### config.mk
export PLATFORM = sky130hd
export DESIGN_NAME = mealy_seq_detector
export DESIGN_NICKNAME = d
export VERILOG_FILES = /design/src/rtl/mealy_pkg.sv /design/src/rtl/seq_next_state.sv /design/src/rtl/mealy_seq_detector.sv
export SDC_FILE = /design/constraint.sdc
export NUM_CORES = 1
export LEC_CHECK = 0
export ABC_AREA = 1
export CORE_MARGIN = 1
export CORE_UTILIZATION = 30
export CTS_CLUSTER_DIAMETER = 60
export DETAILED_ROUTE_END_ITERATION = 8
export PLACE_DENSITY = 0.52
export SLEW_MARGIN = 10
export SYNTH_ARGS = -nofsm -noshare
export SYNTH_HDL_FRONTEND = slang
export SYNTH_SLANG_ARGS = --single-unit
### constraint.sdc
create_clock -name clk -period 4.96 [get_ports clk]
set_input_delay 0.744 -clock clk [delete_from_list [all_inputs] [get_ports clk]]
set_output_delay 0.744 -clock clk [all_outputs]
set_load 0.02 [all_outputs]
### src/rtl/mealy_pkg.sv
// Shared defaults and helpers for the Mealy sequence detector.
// Holds the state-width function and the saturating match-counter increment.
package mealy_pkg;

  localparam int PAT_W_DEF = 4;
  localparam int CNT_W_DEF = 8;

  typedef enum logic {
    MODE_NONOVL = 1'b0,
    MODE_OVL    = 1'b1
  } mode_e;

  // Width of the matched-prefix state; never narrower than one bit.
  function automatic int state_w(input int pat_w);
    return (pat_w <= 2) ? 1 : $clog2(pat_w);
  endfunction

  function automatic logic [31:0] sat_inc(input logic [31:0] v, input int w);
    logic [31:0] max_v;
    max_v = (w >= 32) ? 32'hFFFF_FFFF : ((32'd1 << w) - 32'd1);
    return (v >= max_v) ? max_v : v + 32'd1;
  endfunction

endpackage

### src/rtl/seq_next_state.sv
// Combinational KMP-style fallback: from matched-prefix length k and the new bit,
// find the longest pattern prefix that ends the extended prefix, and flag a full match.
module seq_next_state
  import mealy_pkg::*;
#(
  parameter  int PAT_W = PAT_W_DEF,
  localparam int SW    = state_w(PAT_W)
) (
  input  logic [PAT_W-1:0] pattern,
  input  logic [SW-1:0]    k,
  input  logic             in_bit,
  output logic [SW-1:0]    next_k,
  output logic             full
);

  logic s [PAT_W];
  int   ki;
  int   best;
  int   pos;
  logic ok;

  always_comb begin
    ki     = int'(k);
    best   = 0;
    pos    = 0;
    ok     = 1'b0;
    next_k = '0;
    full   = 1'b0;
    // s = first k pattern bits followed by the incoming bit
    for (int i = 0; i < PAT_W; i++) begin
      if (i < ki)       s[i] = pattern[PAT_W-1-i];
      else if (i == ki) s[i] = in_bit;
      else              s[i] = 1'b0;
    end
    // Ascending j so the longest matching prefix wins.
    for (int j = 1; j < PAT_W; j++) begin
      ok = (j <= ki + 1);
      for (int i = 0; i < PAT_W - 1; i++) begin
        pos = ki + 1 - j + i;
        if (ok && (i < j) && (pos >= 0) && (pos < PAT_W)) begin
          if (s[pos] != pattern[PAT_W-1-i]) ok = 1'b0;
        end
      end
      if (ok) best = j;
    end
    full   = (ki == PAT_W - 1) && (in_bit == pattern[0]);
    next_k = SW'(best);
  end

endmodule

### src/rtl/mealy_seq_detector.sv
// Configurable serial pattern detector with Mealy match output and saturating counter.
// The registered matched-prefix length is exposed on current_state.
module mealy_seq_detector
  import mealy_pkg::*;
#(
  parameter int PAT_W = PAT_W_DEF,
  parameter int CNT_W = CNT_W_DEF
) (
  input  logic                     clk,
  input  logic                     reset_n,
  input  logic                     cfg_load,
  input  logic [PAT_W-1:0]         cfg_pattern,
  input  logic                     cfg_overlap,
  input  logic                     in_valid,
  input  logic                     in_bit,
  output logic                     out,
  output logic [CNT_W-1:0]         match_count,
  output logic [$clog2(PAT_W)-1:0] current_state
);

  localparam int SW = state_w(PAT_W);

  logic [PAT_W-1:0] pat_q;
  mode_e            mode_q;
  logic [SW-1:0]    state_q, state_d;
  logic [CNT_W-1:0] cnt_q, cnt_d;
  logic [SW-1:0]    fb_k;
  logic             full;
  logic             out_c;

  seq_next_state #(.PAT_W(PAT_W)) u_next (
    .pattern (pat_q),
    .k       (state_q),
    .in_bit  (in_bit),
    .next_k  (fb_k),
    .full    (full)
  );

  // in_valid qualifies in_bit; there is no backpressure: a sample is consumed on
  // every rising edge with in_valid=1 and cfg_load=0, and cfg_load wins over a sample.
  always_comb begin
    state_d = state_q;
    out_c   = 1'b0;
    if (cfg_load) begin
      state_d = '0;
    end else if (in_valid) begin
      out_c = full;
      if (full && (mode_q == MODE_NONOVL)) state_d = '0;
      else                                 state_d = fb_k;
    end
  end

  always_comb begin
    cnt_d = cnt_q;
    if (out_c) cnt_d = CNT_W'(sat_inc(32'(cnt_q), CNT_W));
  end

  always_ff @(posedge clk or negedge reset_n) begin
    if (!reset_n) begin
      state_q <= '0;
      cnt_q   <= '0;
      pat_q   <= '0;
      mode_q  <= MODE_OVL;
    end else begin
      state_q <= state_d;
      cnt_q   <= cnt_d;
      if (cfg_load) begin
        pat_q  <= cfg_pattern;
        mode_q <= mode_e'(cfg_overlap);
      end
    end
  end

  assign out           = out_c & reset_n;
  assign match_count   = cnt_q;
  assign current_state = state_q;

endmodule

==> key figures, run 1 <==
Outcome
  • Status: finished, final reports clean

Hold path
  • Hold depth: 2
  • Hold Crit Class: flop to flop
  • HP Start: mode_q$_DFFE_PN1P_
  • Worst Hold End: mode_q$_DFFE_PN1P_

Global routing
  • Total track usage: 14.94%
  • Initial antenna violation count: 0
  • First-pass GRT wire length: 5.154 mm
  • Vias in the first global route: 1078
  • Grt total ovfl: 0
  • Largest net degree at the start of global routing: 17

Timing
  • Setup TNS: 0 ns
  • Clock Skews: 0.004575 ns
  • Slew margin rel.: 70.53%
  • Hold WS: 0.4892 ns
  • Unrepaired setup endpoints after global routing: no
  • Final Max Tran Viols: 0
  • Min Tclk post-route: 3.476 ns
  • Final setup vio count: 0
  • Fmax: 0.2877 GHz
  • Hold Vio Cnt, Final: 0
  • Fin crit share: 70.09%
  • Worst slew pin tran: 0.4406 ns

Clock network
  • Clk_lat worst skew: 0.25 ns
  • Clk slew on worst S/H paths: 0.06 ns
  • Clock tree from TritonCTS: built
  • CTS Buf Count: 3
  • H-tree depth: 1
  • CTS Hold Bufs: 0
  • Clk buf depth: 2
  • TritonCTS sink count: 15
  • Post-CTS Setup Inserts: 0
  • Resized Gates After CTS: 0
  • CTS Root Cell: clkbuf_8

Die
  • Die X-Extent: 68.30 um
  • Cell Rows: 23
  • Die area: 4665 sq um
  • Die Y: 68.30 um
  • Io pins: 21
  • Initial Utilization: 32.05%
  • CORE AREA: 4115 sq um

Synth
  • Top cell type's share of synthesized area: 26.57%
  • Post-synthesis net count: 220
  • Gate Count Post-Synth: 194
  • Avg Inst Size Synth: 6.798 sq um
  • Synth top area cells: dfrtp_1 (27%), nand2_1 (16%), ha_1 (15%)
  • Yosys top cell by area: dfrtp_1
  • Synth warn: 0
  • Seq/Total Area, Yosys: 28.56%
  • #FFs+latches synth: 15
  • Distinct cells, synth: 25
  • Mapped Area: 1319 sq um

Routing
  • DRT antenna net count: 0
  • Vias: 1241
  • DRC: 0
  • Via density: 4.665
  • Drt total wl: 2.985 mm
  • Initial DRC Count: 60
  • WL/cell: 11.22 um
  • TritonRoute pass-1 iters: 4

Finish
  • Commonest non-fill, non-tap cells in the layout: nand2_1 (55), nand3_1 (31), inv_1 (29)
  • Final Core Density: 39.25%
  • Nets: 243
  • Layout area overhead: 22.49%
  • # diodes: 0
  • Final Non-Filler Cells: 266
  • Commonest non-fill, non-tap cell in the layout: nand2_1
  • Share of layout cells above drive strength 1: 6.944%

Pwr
  • LEAKAGE: 0.8275 nW
  • Peak supply drop: 0.2037 mV
  • Total power: 0.0007767 W
  • PwrDens: 480.8 nW/um^2

Job
  • Maxcap violations: 0

Worst setup path
  • Critical Path RT: 4.22 ns
  • Critical Path Sink Type: output pin
  • Max stage delay cell, worst path: clkdlybuf4s50_1
  • R2r startpoint: current_state[0]$_DFFE_PN0P_
  • CP Max Fanout: 8
  • Crit-path max cell delay: 0.62 ns
  • R2r setup slk: 2.08 ns
  • CP startpoint kind: input pin
  • Worst R2R Path Depth: 18
  • CP Cell Sequence: clkdlybuf4s50_1 > nor2_1 > nor3_2 > inv_2 > nor3_4 > inv_2 > nor2_1 > clkdlybuf4s50_1
  • Arrival time worst endpoint: 2.73 ns
  • Critical path class: input pin to output pin
  • Critical R2R Capture: current_state[0]$_DFFE_PN0P_

Place
  • HPWL after DPL: 2.392 mm
  • Number of port buffers: 20
  • GPL Wtd Cong: 0.8552
  • Cell total after placement: 262
-- report_power, final --
part / internal, W / total, W / switching, W
clock network: 0.0000557 / 0.000102 / 0.0000460
registers: 0.000138 / 0.000166 / 0.0000275
logic: 0.000197 / 0.000509 / 0.000312
-- final cells by class --
class | count | area, sq um
Fill cell | 423 | 2500
Multi-Input combinational cell | 142 | 794.5
Sequential cell | 15 | 376.6
Timing Repair Buffer | 21 | 207.7
Inverter | 34 | 127.6
Tap cell | 50 | 62.56
Clock buffer | 3 | 41.29
Clock inverter | 1 | 5.005
-- worst max-delay path, delay by kind of cell --
family / cells / cell delay (ns)
and+or+nand+nor: 4 / 0.59
buffers and inverters: 4 / 1.39
-- cells by family (layout without fill, tap and decap cells) --
logic type / after synthesis / count (layout) / synth area share, %
AOI/OAI and AO/OA: 19 / 19 / 7.780
adders and majority gates: 16 / 16 / 15.18
buffers and inverters: 37 / 59 / 11.19
DFF: 15 / 15 / 28.56
and+or+nand+nor: 107 / 107 / 37.29
-- metal layers --
layer  vias up  global-route usage [%]  wire, um  part of all wire [%]
met5         -                       0         0                     0
met3         5                   3.833       156                   5.2
met4         0                   2.344        21                  0.70
li1        665                       -         -                     -
met1       542                   22.81      1535                    51
met2        29                   20.96      1272                    43
-- worst max-delay path by stage --
stage                                            start                           end  slack, ns
after CTS                                       in_bit                           out       1.46
after global placement                          in_bit                           out       1.50
after global routing                            in_bit                           out       1.24
final                                           in_bit                           out       1.48
after detailed placement                        in_bit                           out       1.46
after floorplan           current_state[0]$_DFFE_PN0P_  current_state[1]$_DFFE_PN0P_       2.35
-- stage by stage --
step	cell area, sq um	setup WS, ns
after global routing	1615	1.244
after CTS	1615	1.455
after detailed placement	1569	1.456
after floorplan	1319	2.346
final	1615	1.484
after global placement	1569	1.503
-- flip-flops by register name, indices dropped and copies added (netlist names) --
| name | cells |
|---|---|
| current_state | 2 |
| mode_q | 1 |
| match_count | 8 |
| pat_q | 4 |
-- Yosys cell counts --
cell type,number
inv_2,5
nor3_4,1
o21ai_1,1
nand3_1,31
nand4_1,6
a21oi_1,2
or2_0,1
nor3_2,1
nand2_1,55
nor2_1,7
inv_1,29
o21ai_0,13
a211oi_1,1
ha_1,16
a21boi_1,1
clkbuf_1,1
nor2_4,1
buf_6,1
dfstp_2,1
buf_2,1
dfrtp_1,14
and3_1,1
a21boi_0,1
nor3_1,2
or2_2,1
(Power assumes the default switching activity.)
==> inputs of run 2 (changes only) <==
Clock period 4.96 ns to 3.34 ns, I/O delays scaled along.
==> key figures, run 2 (same netlist as run 1, synthesis figures left out) <==
Global routing
  • Initial antenna violation count: 0
  • Total track usage: 15.19%
  • First-pass GRT wire length: 5.264 mm
  • Grt total ovfl: 0
  • Vias in the first global route: 1152
  • Largest net degree at the start of global routing: 16

Routing
  • Vias: 1251
  • Via density: 4.651
  • DRT antenna net count: 0
  • DRC: 0
  • WL/cell: 11.16 um
  • Initial DRC Count: 36
  • Drt total wl: 3.001 mm
  • TritonRoute pass-1 iters: 4

Worst setup path
  • CP Cell Sequence: clkdlybuf4s50_1 > nor2_1 > nor3_2 > inv_2 > nor3_4 > inv_2 > nor2_1 > clkdlybuf4s50_1
  • Crit-path max cell delay: 0.63 ns
  • CP Max Fanout: 8
  • Critical Path RT: 2.84 ns
  • Critical Path Sink Type: output pin
  • Arrival time worst endpoint: 2.51 ns
  • Max stage delay cell, worst path: clkdlybuf4s50_1
  • CP startpoint kind: input pin
  • Critical path class: input pin to output pin

Pwr
  • LEAKAGE: 0.8392 nW
  • Power Internal: 0.0005973 W
  • Clock power frac: 12.8%
  • Sw power: 0.0005660 W
  • Sequential Power Share: 20.2%
  • Total power: 0.001163 W
  • PwrDens: 710.8 nW/um^2
  • Sw Ratio: 48.65%
  • Comb pwr share: 66.9%
  • Peak supply drop: 0.2711 mV

Place
  • HPWL after DPL: 2.441 mm
  • Number of port buffers: 20
  • GPL Wtd Cong: 0.8397

Timing
  • Worst slew pin tran: 0.2837 ns
  • Hold Vio Cnt, Final: 0
  • Fmax: 0.3326 GHz
  • Final Max Tran Viols: 0
  • Clock Skews: 0.009010 ns
  • Min Tclk post-route: 3.007 ns
  • Final setup vio count: 0
  • Setup TNS: 0 ns
  • Unrepaired setup endpoints after global routing: no
  • Fin crit share: 90.03%
  • Slew margin rel.: 81.03%

Finish
  • Final Core Density: 39.77%
  • Share of layout cells above drive strength 1: 7.763%
  • Nets: 246
  • Max reg flops: 8
  • Layout area overhead: 24.10%
  • Commonest non-fill, non-tap cells in the layout: nand2_1 (55), nand3_1 (31), inv_1 (29)
  • Commonest non-fill, non-tap cell in the layout: nand2_1
  • # diodes: 0

Clock network
  • Post-CTS Setup Inserts: 0
  • CTS Hold Bufs: 0
  • CTS Buf Count: 3
  • TritonCTS sink count: 15
  • H-tree depth: 1
  • Clk_lat worst skew: 0.25 ns
  • Resized Gates After CTS: 0
  • Clk buf depth: 2
  • Clock tree from TritonCTS: built
  • CTS Root Cell: clkbuf_8
  • Clk slew on worst S/H paths: 0.07 ns

Hold path
  • Hold Crit Class: flop to flop

Die
  • Die X-Extent: 68.30 um
  • Cell Rows: 23
  • CORE AREA: 4115 sq um
  • Die Y: 68.30 um
  • Die area: 4665 sq um
  • Io pins: 21
  • Initial Utilization: 32.05%

Job
  • Maxcap violations: 0

Outcome
  • Status: finished, final reports clean
[run 2: layer usage]
metal / track usage (%) / part of all wire [%] / vias up
met5: 0 / 0 / -
met4: 3.125 / 0.77 / 0
met3: 3.000 / 3.6 / 4
met2: 22.55 / 43 / 20
met1: 22.42 / 52 / 554
li1: - / - / 673
[run 2: worst max-delay path, delay by kind of cell]
kind | cells | cell delay, ns
buffers and inverters | 4 | 1.40
AND/OR/NAND/NOR | 4 | 0.59
[run 2: metrics by stage]
stage	instances	instance area (sq um)	hold slack [ns]	setup WS (ns)
floorplan	194	1319	0.2054	0.7257
global placement	265	1592	0.4813	0.3690
detailed placement	265	1592	0.4848	0.3230
CTS	269	1637	0.4946	0.3153
global route	269	1637	0.5463	0.09627
finish	269	1637	0.4863	0.3330
[run 2: area by class of cell]
| cell class | instances | area, sq um |
|---|---|---|
| multi-input cells | 142 | 794.5 |
| repair buffers | 24 | 230.2 |
| flip-flops and latches | 15 | 376.6 |
| clock buffers | 4 | 45.04 |
| well taps | 50 | 62.56 |
| fillers | 450 | 2479 |
| inverters | 34 | 127.6 |
[run 2: final timing paths]
| path | cells after the start | endpoint | slack (ns) | from |
|---|---|---|---|---|
| worst max-delay path | 8 | out | 0.33 | in_bit |
| worst min-delay path | 2 | mode_q$_DFFE_PN1P_ | 0.49 | mode_q$_DFFE_PN1P_ |
| worst max register to register | 18 | current_state[0]$_DFFE_PN0P_ | 0.71 | current_state[1]$_DFFE_PN0P_ |
| worst min register to register | 2 | mode_q$_DFFE_PN1P_ | 0.49 | mode_q$_DFFE_PN1P_ |
| max in group asynchronous | 2 | mode_q$_DFFE_PN1P_ | 2.50 | reset_n |
| min in group asynchronous | 2 | match_count[4]$_DFFE_PN0P_ | 0.60 | reset_n |
[run 2: power by group through the flow]
stage | Combinational [W] | Sequential [W] | Clock, W
floorplan | 0.000565 | 0.000254 | 0
global placement | 0.000779 | 0.000240 | 0
detailed placement | 0.000778 | 0.000239 | 0
CTS | 0.000783 | 0.000236 | 0.000152
global route | 0.000918 | 0.000240 | 0.000164
finish | 0.000778 | 0.000236 | 0.000149
==> inputs of run 3 (changes only) <==
Settings changed: CORE_MARGIN 1 to not set.
==> results of run 3 <==
Same layout as run 2: the final DEF is identical, and so are final timing and power.
